File: config.mk
export PLATFORM = sky130hd
export DESIGN_NAME = riscboy_ppu_pram_sched
export DESIGN_NICKNAME = d
export VERILOG_FILES = /design/src/rtl/riscboy_ppu_pram_sched_pkg.sv /design/src/rtl/riscboy_ppu_rr_arb2.sv /design/src/rtl/riscboy_ppu_pram_sched.sv
export SDC_FILE = /design/constraint.sdc
export NUM_CORES = 1
export LEC_CHECK = 0
export ABC_AREA = 1
export CAP_MARGIN = 20
export CELL_PAD_IN_SITES_DETAIL_PLACEMENT = 1
export CELL_PAD_IN_SITES_GLOBAL_PLACEMENT = 1
export CORE_MARGIN = 2
export CORE_UTILIZATION = 34
export DETAILED_ROUTE_END_ITERATION = 7
export PLACE_DENSITY = 0.84
export SETUP_SLACK_MARGIN = 0.1
export SLEW_MARGIN = 0
export SYNTH_ARGS = -nofsm -noshare
export SYNTH_HDL_FRONTEND = slang
export SYNTH_SLANG_ARGS = --single-unit
File: constraint.sdc
create_clock -name clk -period 2.3 [get_ports clk]
set_input_delay 0.23 -clock clk [delete_from_list [all_inputs] [get_ports clk]]
set_output_delay 0.23 -clock clk [all_outputs]
set_load 0.02 [all_outputs]
File: src/rtl/riscboy_ppu_pram_sched_pkg.sv
// Shared PPU definitions for the palette RAM write scheduler.
// Holds the default palette geometry, the block-loader FSM state
// encoding and the round-robin turn encoding (HOST = 0, LOAD = 1).
package riscboy_ppu_pram_sched_pkg;

  localparam int unsigned W_PIXDATA_DEF     = 15;
  localparam int unsigned W_PALETTE_IDX_DEF = 8;

  typedef enum logic [1:0] {
    ST_IDLE = 2'd0,
    ST_LOAD = 2'd1,
    ST_DONE = 2'd2
  } ld_state_t;

  typedef enum logic {
    TURN_HOST = 1'b0,
    TURN_LOAD = 1'b1
  } turn_t;

endpackage

File: src/rtl/riscboy_ppu_rr_arb2.sv
// Two-requester round-robin arbiter with a global enable.
// Requester A maps to TURN_HOST, requester B to TURN_LOAD.
// Ports:
//   clk, rst       clock, asynchronous active-high reset
//   en             global grant enable (no ready while low)
//   req_a, req_b   request valids
//   elig_b         B may be granted at all this cycle
//   rdy_a, rdy_b   readies; neither depends on its own request
//   gnt_a, gnt_b   completed handshakes (req && rdy)
// The turn only flips after a grant made while both sides requested.
module riscboy_ppu_rr_arb2
  import riscboy_ppu_pram_sched_pkg::*;
(
  input  logic clk,
  input  logic rst,
  input  logic en,
  input  logic req_a,
  input  logic req_b,
  input  logic elig_b,
  output logic rdy_a,
  output logic rdy_b,
  output logic gnt_a,
  output logic gnt_b
);

  turn_t turn_q;

  always_comb begin
    rdy_a = en && (!req_b || (turn_q == TURN_HOST));
    rdy_b = en && elig_b && (!req_a || (turn_q == TURN_LOAD));
    gnt_a = req_a && rdy_a;
    gnt_b = req_b && rdy_b;
  end

  always_ff @(posedge clk or posedge rst) begin
    if (rst) begin
      turn_q <= TURN_HOST;
    end else if (req_a && req_b && (gnt_a || gnt_b)) begin
      turn_q <= (turn_q == TURN_HOST) ? TURN_LOAD : TURN_HOST;
    end
  end

endmodule

File: src/rtl/riscboy_ppu_pram_sched.sv
// PPU palette RAM write-port scheduler.
// Shares the single PRAM write port between host single-word writes and
// a block palette loader streaming consecutive entries from a base index.
// Writes are only granted while `safe` (blanking) is high.
// Ports:
//   clk, rst                  clock, asynchronous active-high reset
//   safe                      PPU in blanking; grants allowed only while high
//   cpu_wvld/wrdy/waddr/wdata host write handshake
//   ld_start/base/count/abort block load control
//   ld_vld/rdy/data           loader stream handshake
//   ld_busy, ld_done          load active / one-cycle completion pulse
//   pram_waddr/wdata/wen      registered PRAM write port
module riscboy_ppu_pram_sched
  import riscboy_ppu_pram_sched_pkg::*;
#(
  parameter int unsigned W_PIXDATA     = W_PIXDATA_DEF,
  parameter int unsigned W_PALETTE_IDX = W_PALETTE_IDX_DEF
) (
  input  logic                     clk,
  input  logic                     rst,
  input  logic                     safe,
  input  logic                     cpu_wvld,
  output logic                     cpu_wrdy,
  input  logic [W_PALETTE_IDX-1:0] cpu_waddr,
  input  logic [W_PIXDATA-1:0]     cpu_wdata,
  input  logic                     ld_start,
  input  logic [W_PALETTE_IDX-1:0] ld_base,
  input  logic [W_PALETTE_IDX:0]   ld_count,
  input  logic                     ld_abort,
  input  logic                     ld_vld,
  output logic                     ld_rdy,
  input  logic [W_PIXDATA-1:0]     ld_data,
  output logic                     ld_busy,
  output logic                     ld_done,
  output logic [W_PALETTE_IDX-1:0] pram_waddr,
  output logic [W_PIXDATA-1:0]     pram_wdata,
  output logic                     pram_wen
);

  ld_state_t                  state_q, state_d;
  logic [W_PALETTE_IDX-1:0]   ptr_q, ptr_d;
  logic [W_PALETTE_IDX:0]     remaining_q, remaining_d;
  logic                       zero_done_q, zero_done_d;
  logic                       ld_req;
  logic                       gnt_host, gnt_load;

  assign ld_req = (state_q == ST_LOAD) && ld_vld;

  riscboy_ppu_rr_arb2 u_arb (
    .clk    (clk),
    .rst    (rst),
    .en     (safe),
    .req_a  (cpu_wvld),
    .req_b  (ld_req),
    .elig_b ((state_q == ST_LOAD) && !ld_abort),
    .rdy_a  (cpu_wrdy),
    .rdy_b  (ld_rdy),
    .gnt_a  (gnt_host),
    .gnt_b  (gnt_load)
  );

  // A zero-length load never enters LOAD; its done pulse comes from a
  // separate flag so ld_done still lands one cycle after ld_start.
  always_comb begin
    state_d     = state_q;
    ptr_d       = ptr_q;
    remaining_d = remaining_q;
    zero_done_d = 1'b0;
    unique case (state_q)
      ST_IDLE: begin
        if (ld_start && !ld_abort) begin
          if (ld_count == '0) begin
            zero_done_d = 1'b1;
          end else begin
            state_d     = ST_LOAD;
            ptr_d       = ld_base;
            remaining_d = ld_count;
          end
        end
      end
      ST_LOAD: begin
        if (gnt_load) begin
          ptr_d       = ptr_q + 1'b1;
          remaining_d = remaining_q - 1'b1;
          if (remaining_q == (W_PALETTE_IDX + 1)'(1)) begin
            state_d = ST_DONE;
          end
        end
        if (ld_abort) begin
          state_d = ST_IDLE;
        end
      end
      ST_DONE: state_d = ST_IDLE;
      default: state_d = ST_IDLE;
    endcase
  end

  always_ff @(posedge clk or posedge rst) begin
    if (rst) begin
      state_q     <= ST_IDLE;
      ptr_q       <= '0;
      remaining_q <= '0;
      zero_done_q <= 1'b0;
    end else begin
      state_q     <= state_d;
      ptr_q       <= ptr_d;
      remaining_q <= remaining_d;
      zero_done_q <= zero_done_d;
    end
  end

  assign ld_busy = (state_q == ST_LOAD);
  assign ld_done = (state_q == ST_DONE) || zero_done_q;

  // The arbiter guarantees at most one grant, so the priority here is moot.
  always_ff @(posedge clk or posedge rst) begin
    if (rst) begin
      pram_wen   <= 1'b0;
      pram_waddr <= '0;
      pram_wdata <= '0;
    end else begin
      pram_wen <= gnt_host || gnt_load;
      if (gnt_host) begin
        pram_waddr <= cpu_waddr;
        pram_wdata <= cpu_wdata;
      end else if (gnt_load) begin
        pram_waddr <= ptr_q;
        pram_wdata <= ld_data;
      end
    end
  end

endmodule
==> results of run 1 <==
[where the power goes]
part           switching [uW]  total, uW  internal [uW]
sequential                161       1100            944
combinational             518        913            395
clock                     282        636            354
[layer usage]
metal,track usage (%),part of all wire [%],vias up
met2,38.4,51,88
met3,3.90,5.2,8
met5,0,0,-
met4,5.30,1.2,0
li1,-,-,1286
met1,25.4,43,1291
[cell type report]
type	instances	area share [%]
Clock buffer	6	2.24
Clock inverter	2	1.02
Inverter	32	3.33
Multi-Input combinational cell	266	34.3
Sequential cell	45	30.6
Tap cell	99	3.36
Timing Repair Buffer	94	25.2
[critical path: stages, from the launching register on]
cell and delay (ns):
dfrtp_1 0.44, inv_2 0.09, nand2_2 0.08, nor2_4 0.14
nand3_1 0.08, inv_1 0.06, clkdlybuf4s50_1 0.59
[through the flow]
| stage | setup slack (ns) | utilization (%) | hold slack [ns] | cell area, sq um | total power, uW |
|---|---|---|---|---|---|
| 2_1_floorplan | 0.993 | - | 0.363 | 2610 | 1610 |
| 3_3_place_gp | 0.468 | 48.6 | 0.464 | 3560 | 1970 |
| 3_5_place_dp | 0.367 | 48.6 | 0.471 | 3560 | 2030 |
| 4_1_cts | 0.265 | 50.2 | 0.367 | 3680 | 2680 |
| 5_1_grt | 0.155 | 50.2 | 0.417 | 3680 | 2840 |
| 6_report | 0.287 | 50.2 | 0.350 | 3680 | 2650 |
[flip-flops by register name, indices dropped and copies added, names as in the netlist]
register,count
ptr_q,8
state_q,2
pram_wen,1
u_arb.turn_q,1
zero_done_q,1
remaining_q,9
pram_waddr,8
pram_wdata,15
[cell families after synthesis]
group,count (synthesis),share of synthesized area [%]
simple gates,242,42.7
flops,45,43.2
buf+inv,44,8.35
compound gates,21,4.27
fa+ha+maj,3,1.44
[worst min path at each step]
stage,startpoint,endpoint,cells past startpoint
floorplan,cpu_waddr[0],pram_waddr[0]$_DFFE_PP0P_,2
global placement,pram_waddr[5]$_DFFE_PP0P_,pram_waddr[5]$_DFFE_PP0P_,2
detailed placement,pram_waddr[2]$_DFFE_PP0P_,pram_waddr[2]$_DFFE_PP0P_,2
CTS,rst,pram_wdata[5]$_DFFE_PP0P_,2
global route,rst,pram_wdata[5]$_DFFE_PP0P_,2
finish,rst,pram_wdata[5]$_DFFE_PP0P_,2
[placed cells by master (no fill, tap or decap)]
master           Yosys  layout
clkdlybuf4s50_1      0      89
a31oi_1              1       1
inv_1               26      25
dfrtp_1             45      45
nand3_1             33      33
and3_1               1       1
clkbuf_8             0       6
nand4_1              4       4
nand2_1            151     151
nand2_2             12      12
inv_4                1       1
nor3_1               1       1
nand3_2             12      12
nor2_1              22      22
o21bai_1             2       2
nor2_4               2       2
inv_2                5       6
nand4_4              1       1
buf_4                0       5
a21oi_1              2       2
clkinvlp_4           0       1
or2_2                2       2
nand2_4              1       1
bufinv_16            0       1
ha_1                 3       3
o21ai_0             16      16
==> results by group, run 1 <==
Run status
  – Status: finished, final reports clean

Setup path
  – Crit path to: ld_rdy
  – Worst reg2reg endpoint: ptr_q[1]$_DFFE_PP0P_
  – Critical Path RT: 2.07 ns
  – Setup crit end kind: primary output
  – CP arrival: 1.78 ns
  – Critical path class: reg -> out
  – R2R cell count: 8
  – Flop2flop setup slack: 0.56 ns
  – Worst Setup Start Kind: register
  – Critical Path Start: state_q[1]$_DFFE_PP0P_
  – Reg-to-reg startpoint: state_q[1]$_DFFE_PP0P_
  – Crit-path max FO: 3

Detailed routing
  – Post-route DRC: 0
  – DR vias/cell: 4.91
  – DRT Wirelength: 8.49 mm
  – DR pass1 iterations: 4
  – Total number of vias: 2,673
  – Iter 0 DRT Violations: 114
  – Routed length per instance: 15.6 um
  – Post-route ant nets: 0

Clock tree
  – Cts bufs inserted: 5
  – Clock buffer depth: 2
  – Worst-Skew Late Latency: 0.30 ns
  – Clk pin slew, worst setup/hold paths: 0.09 ns
  – H-Tree Depth: 2
  – Cts hold-fix bufs: 0
  – CTS Sinks: 45
  – CTS tree: done
  – Post-CTS setup buffer count: 0
  – PostCTS Resize Cnt: 0
  – Root buffer cell: clkbuf_8

Floorplanning
  – Die height: 91.6 um
  – Initial Util: 35.6%
  – Top Ports: 90
  – Total Die Area: 0.00838 sq mm
  – Standard-cell rows: 31
  – Core area: 0.00733 sq mm
  – Die width: 91.6 um

Logic synthesis
  – Post-synth top cells: nand2_1, dfrtp_1, nand3_1
  – Synth Warn #: 0
  – Number of flops mapped to enable cells by yosys: 0
  – Ys async rst share: 100%
  – Post-Synthesis Net Count: 420
  – Netlist Area Pre-Place: 0.00261 sq mm
  – Top-count cell post-synth: nand2_1
  – Top post-synthesis cells by area: dfrtp_1, nand2_1, nand3_1
  – Seq/Total Area, Yosys: 43.2%
  – Top FF cell, synth: dfrtp_1
  – Dominant cell type by area after synthesis: dfrtp_1
  – Synth Register Bits: 45
  – Syn Area/Cell: 7.34 sq um
  – Synth unique cells: 24
  – Synth top area share: 43.2%
  – Post-Syn Instances: 355

GRT
  – Vias in the first global route: 2,872
  – Total GRT Usage: 21.1%
  – Largest net degree at the start of global routing: 33
  – Overflow after GRT: 0
  – Global-route wire length before repair: 14.2 mm
  – Initial antenna violation count: 0

STA
  – Setup_tns: 0 ns
  – Tcrit/Tclk final: 87.5%
  – FMAX: 0.497 GHz
  – Count of final hold-check violations: 0
  – Post-route minimum period: 2.01 ns
  – RSZ-0062 raised after global routing: false
  – Worst Tran Pin Value: 0.703 ns
  – Rel. slew slack: 53.1%
  – Clock Skew: 0.00742 ns
  – Fin. max-slew vios: 0
  – Final setup viols: 0

Placed design
  – Number of port buffers: 89
  – Final GP Congestion: 0.824
  – DP HPWL: 6.45 mm
  – Placed cells: 536

Layout
  – Antenna cell count: 0
  – Layout Cells excl Fill: 544
  – Area Overhead vs Synth: 41.3%
  – Filler Cell Count: 924
  – Layout cell share with drive strength beyond 1: 11.2%
  – Final net count: 509
  – Storage element area: 0.00113 sq mm
  – Multi-input gate area: 0.00126 sq mm

Power
  – Peak supply drop: 0.304 mV
  – Pwr/cell area: 721 mW/mm^2
  – Pleak: 0.00179 uW

Job
  – Maximum Capacitance Violations: 0

Min path
  – Hold crit path type: in -> async
No activity file was read; power rests on OpenSTA's default activity.
==> inputs of run 2 (changes only) <==
- ABC_CLOCK_PERIOD_IN_PS: unset -> 2300
- CELL_PAD_IN_SITES_GLOBAL_PLACEMENT: 1 -> 2
- CORE_UTILIZATION: 34 -> 26
- PLACE_DENSITY: 0.84 -> 0.83
==> run 2 against run 1 <==
  * Sequential cell count unchanged
  * Sequential share of layout area down 0.38 points
  * Global-route usage down 5.5 points
  * Worst setup slack better by 0.040 ns
  * Design area up 1.3%
  * Critical path type unchanged
  * Critical endpoint unchanged
  * Largest power group unchanged
==> results by group, run 2 (synthesis results as in run 1) <==
Layout
  – Number of flip-flops in the largest register: 15 (unchanged)
  – Most common cell after layout, fill and taps aside: nand2_1
  – Most frequent cells in the layout: nand2_1, clkdlybuf4s50_1, dfrtp_1
  – Layout Cells excl Fill: 579 (+6.4%)
  – Area Overhead vs Synth: 43.1%
  – Largest regs: pram_wdata: 15 flops, remaining_q: 9 flops
  – Final Cell Area: 0.00373 sq mm (+1.3%)
  – Final net count: 510 (+0.20%)
  – Antenna cell count: 0 (unchanged)
  – Largest reg by FF count: pram_wdata
  – Layout cell share with drive strength beyond 1: 11.2% (-0.025 points)
  – Filler Cell Count: 1,231 (+33%)

Clock tree
  – CTS Sinks: 45 (unchanged)
  – Root buffer cell: clkbuf_8
  – Post-CTS setup buffer count: 0 (unchanged)
  – Cts hold-fix bufs: 0 (unchanged)
  – Worst-Skew Late Latency: 0.30 ns (about the same)
  – CTS tree: done
  – Clock buffer depth: 2 (unchanged)
  – H-Tree Depth: 2 (unchanged)
  – Cts bufs inserted: 5 (unchanged)
  – Clk pin slew, worst setup/hold paths: 0.09 ns (about the same)
  – PostCTS Resize Cnt: 0 (unchanged)

Placed design
  – Number of port buffers: 89 (unchanged)
  – Setup WS pre-CTS: 0.388 ns (+0.0214 ns)
  – Placed cells: 571 (+6.5%)
  – DP HPWL: 6.35 mm (-1.6%)
  – Final GP Congestion: 0.786 (-4.7%)
  – Placed cell areas: 0.00361 sq mm (+1.4%)

Setup path
  – Critical Path Start: state_q[1]$_DFFE_PP0P_
  – Worst Setup Start Kind: register
  – Crit-path max FO: 3 (unchanged)
  – Slowest library cell on the worst path: clkdlybuf4s50_1
  – Flop2flop setup slack: 0.64 ns (+0.08 ns)
  – Delay-heaviest family, CP: buffers and inverters
  – Worst path buffer plus inverter count: 3 (unchanged)
  – Stages on worst setup path: 6 (unchanged)
  – Critical path class: reg -> out
  – Crit-path cells: inv_2 -> nand2_2 -> nor2_4 -> nand3_1 -> inv_1 -> clkdlybuf4s50_1
  – R2R cell count: 8 (unchanged)
  – Setup crit end kind: primary output
  – Peak per-stage delay on the critical path: 0.59 ns (about the same)
  – Critical Path RT: 2.07 ns (about the same)
  – Worst reg2reg endpoint: ptr_q[6]$_DFFE_PP0P_
  – Crit path to: ld_rdy
  – CP arrival: 1.74 ns (-0.04 ns)
  – Reg-to-reg startpoint: state_q[1]$_DFFE_PP0P_

Detailed routing
  – DRT Wirelength: 8.14 mm (-4.2%)
  – Iter 0 DRT Violations: 94 (-18%)
  – Post-route DRC: 0 (unchanged)
  – Total number of vias: 2,617 (-2.1%)
  – DR vias/cell: 4.52 (-8.0%)
  – Routed length per instance: 14.1 um (-10%)
  – Post-route ant nets: 0 (unchanged)
  – DR pass1 iterations: 4 (unchanged)

GRT
  – Vias in the first global route: 2,730 (-4.9%)
  – Total GRT Usage: 15.6% (-5.5 points)
  – Initial antenna violation count: 0 (unchanged)
  – Largest net degree at the start of global routing: 32 (-3.0%)
  – Global-route wire length before repair: 13.7 mm (-3.6%)
  – Overflow after GRT: 0 (unchanged)

STA
  – Count of final hold-check violations: 0 (unchanged)
  – Setup ws final: 0.327 ns (+0.0399 ns)
  – Fin. max-slew vios: 0 (unchanged)
  – Setup_tns: 0 ns (unchanged)
  – Worst Tran Pin Value: 0.667 ns (-0.0361 ns)
  – FMAX: 0.507 GHz (+2.0%)
  – Min Hold Slack: 0.365 ns (+0.0150 ns)
  – RSZ-0062 raised after global routing: false
  – Rel. slew slack: 55.5% (+2.4 points)
  – Final setup viols: 0 (unchanged)
  – Post-route minimum period: 1.97 ns (-0.0399 ns)
  – Clock Skew: 0.00487 ns (-0.00255 ns)
  – Tcrit/Tclk final: 85.8% (-1.7 points)

Floorplanning
  – Standard-cell rows: 36 (+16%)
  – Die width: 104 um (+14%)
  – Initial Util: 26.7% (-8.9 points)
  – Core area: 0.00977 sq mm (+33%)
  – Total Die Area: 0.0108 sq mm (+29%)
  – Die height: 104 um (+14%)
  – Top Ports: 90 (unchanged)

Power
  – Power share of the combinational group: 34.5% (about the same)
  – Internal Dissipation: 1700 uW (+0.20%)
  – Switch share: 35.3% (-0.88 points)
  – Switching Power: 927 uW (-3.6%)
  – Peak supply drop: 0.268 mV (-12%)
  – Clock power share: 23.7% (-0.3 points)
  – Pleak: 0.00180 uW (+0.35%)
  – Sequential Power Share: 41.8% (+0.2 points)
  – Pwr/cell area: 703 mW/mm^2 (-2.4%)

Job
  – Maximum Capacitance Violations: 0 (unchanged)

Run status
  – Status: finished, final reports clean

Min path
  – Hold crit path type: in -> async
[run 2: cell count changes in the layout (fill, tap and decap cells not counted)]
cell | previous run | this run
buf_4 | 5 | 6
clkbuf_1 | 0 | 1
clkinvlp_4 | 1 | 0
[run 2: power groups by stage]
| stage | clock network, uW | registers, uW | logic, uW |
|---|---|---|---|
| 5_1_grt | 691 | 1120 | 1020 |
| 6_report | 621 | 1100 | 905 |
| 2_1_floorplan | 0 | 1150 | 459 |
| 3_3_place_gp | 0 | 1110 | 894 |
| 3_5_place_dp | 0 | 1120 | 919 |
| 4_1_cts | 650 | 1100 | 924 |
[run 2: cell type report]
class                           instances  area [sq um]  area share, %
Inverter                               32           123           3.29
Timing Repair Buffer                   95           936           25.1
Tap cell                              133           166           4.46
Clock inverter                          1          30.0          0.805
Sequential cell                        45          1130           30.2
Clock buffer                            7          86.3           2.31
Multi-Input combinational cell        266          1260           33.8
[run 2: worst min-delay path by stage]
stage                                       endpoint                 startpoint
after floorplan            pram_waddr[0]$_DFFE_PP0P_               cpu_waddr[0]
after global placement     pram_waddr[1]$_DFFE_PP0P_  pram_waddr[1]$_DFFE_PP0P_
after detailed placement   pram_waddr[4]$_DFFE_PP0P_  pram_waddr[4]$_DFFE_PP0P_
after CTS                 pram_wdata[12]$_DFFE_PP0P_                        rst
after global routing      pram_wdata[12]$_DFFE_PP0P_                        rst
final                     pram_wdata[12]$_DFFE_PP0P_                        rst
[run 2: through the flow]
stage,power [uW],util (%)
2_1_floorplan,1610,-
3_3_place_gp,2000,37.0
3_5_place_dp,2040,37.0
4_1_cts,2670,38.2
5_1_grt,2830,38.2
6_report,2620,38.2
[run 2: metal layers]
layer,vias to the layer above,GRT usage (%),wire length (um)
li1,1292,-,-
met1,1230,19.3,3650
met2,85,26.9,3880
met3,10,4.57,512
met4,0,3.38,96
met5,-,0,0
[run 2: worst reg2reg max path, delay by kind of cell (launching register included)]
family        cells  cell delay [ns]
flops             1             0.43
simple gates      6             0.86
buf+inv           2             0.27
==> inputs of run 3 (changes only) <==
- TNS_END_PERCENT: unset -> 50
==> results of run 3 <==
No change in the layout: final DEF, timing and power equal those of run 2.
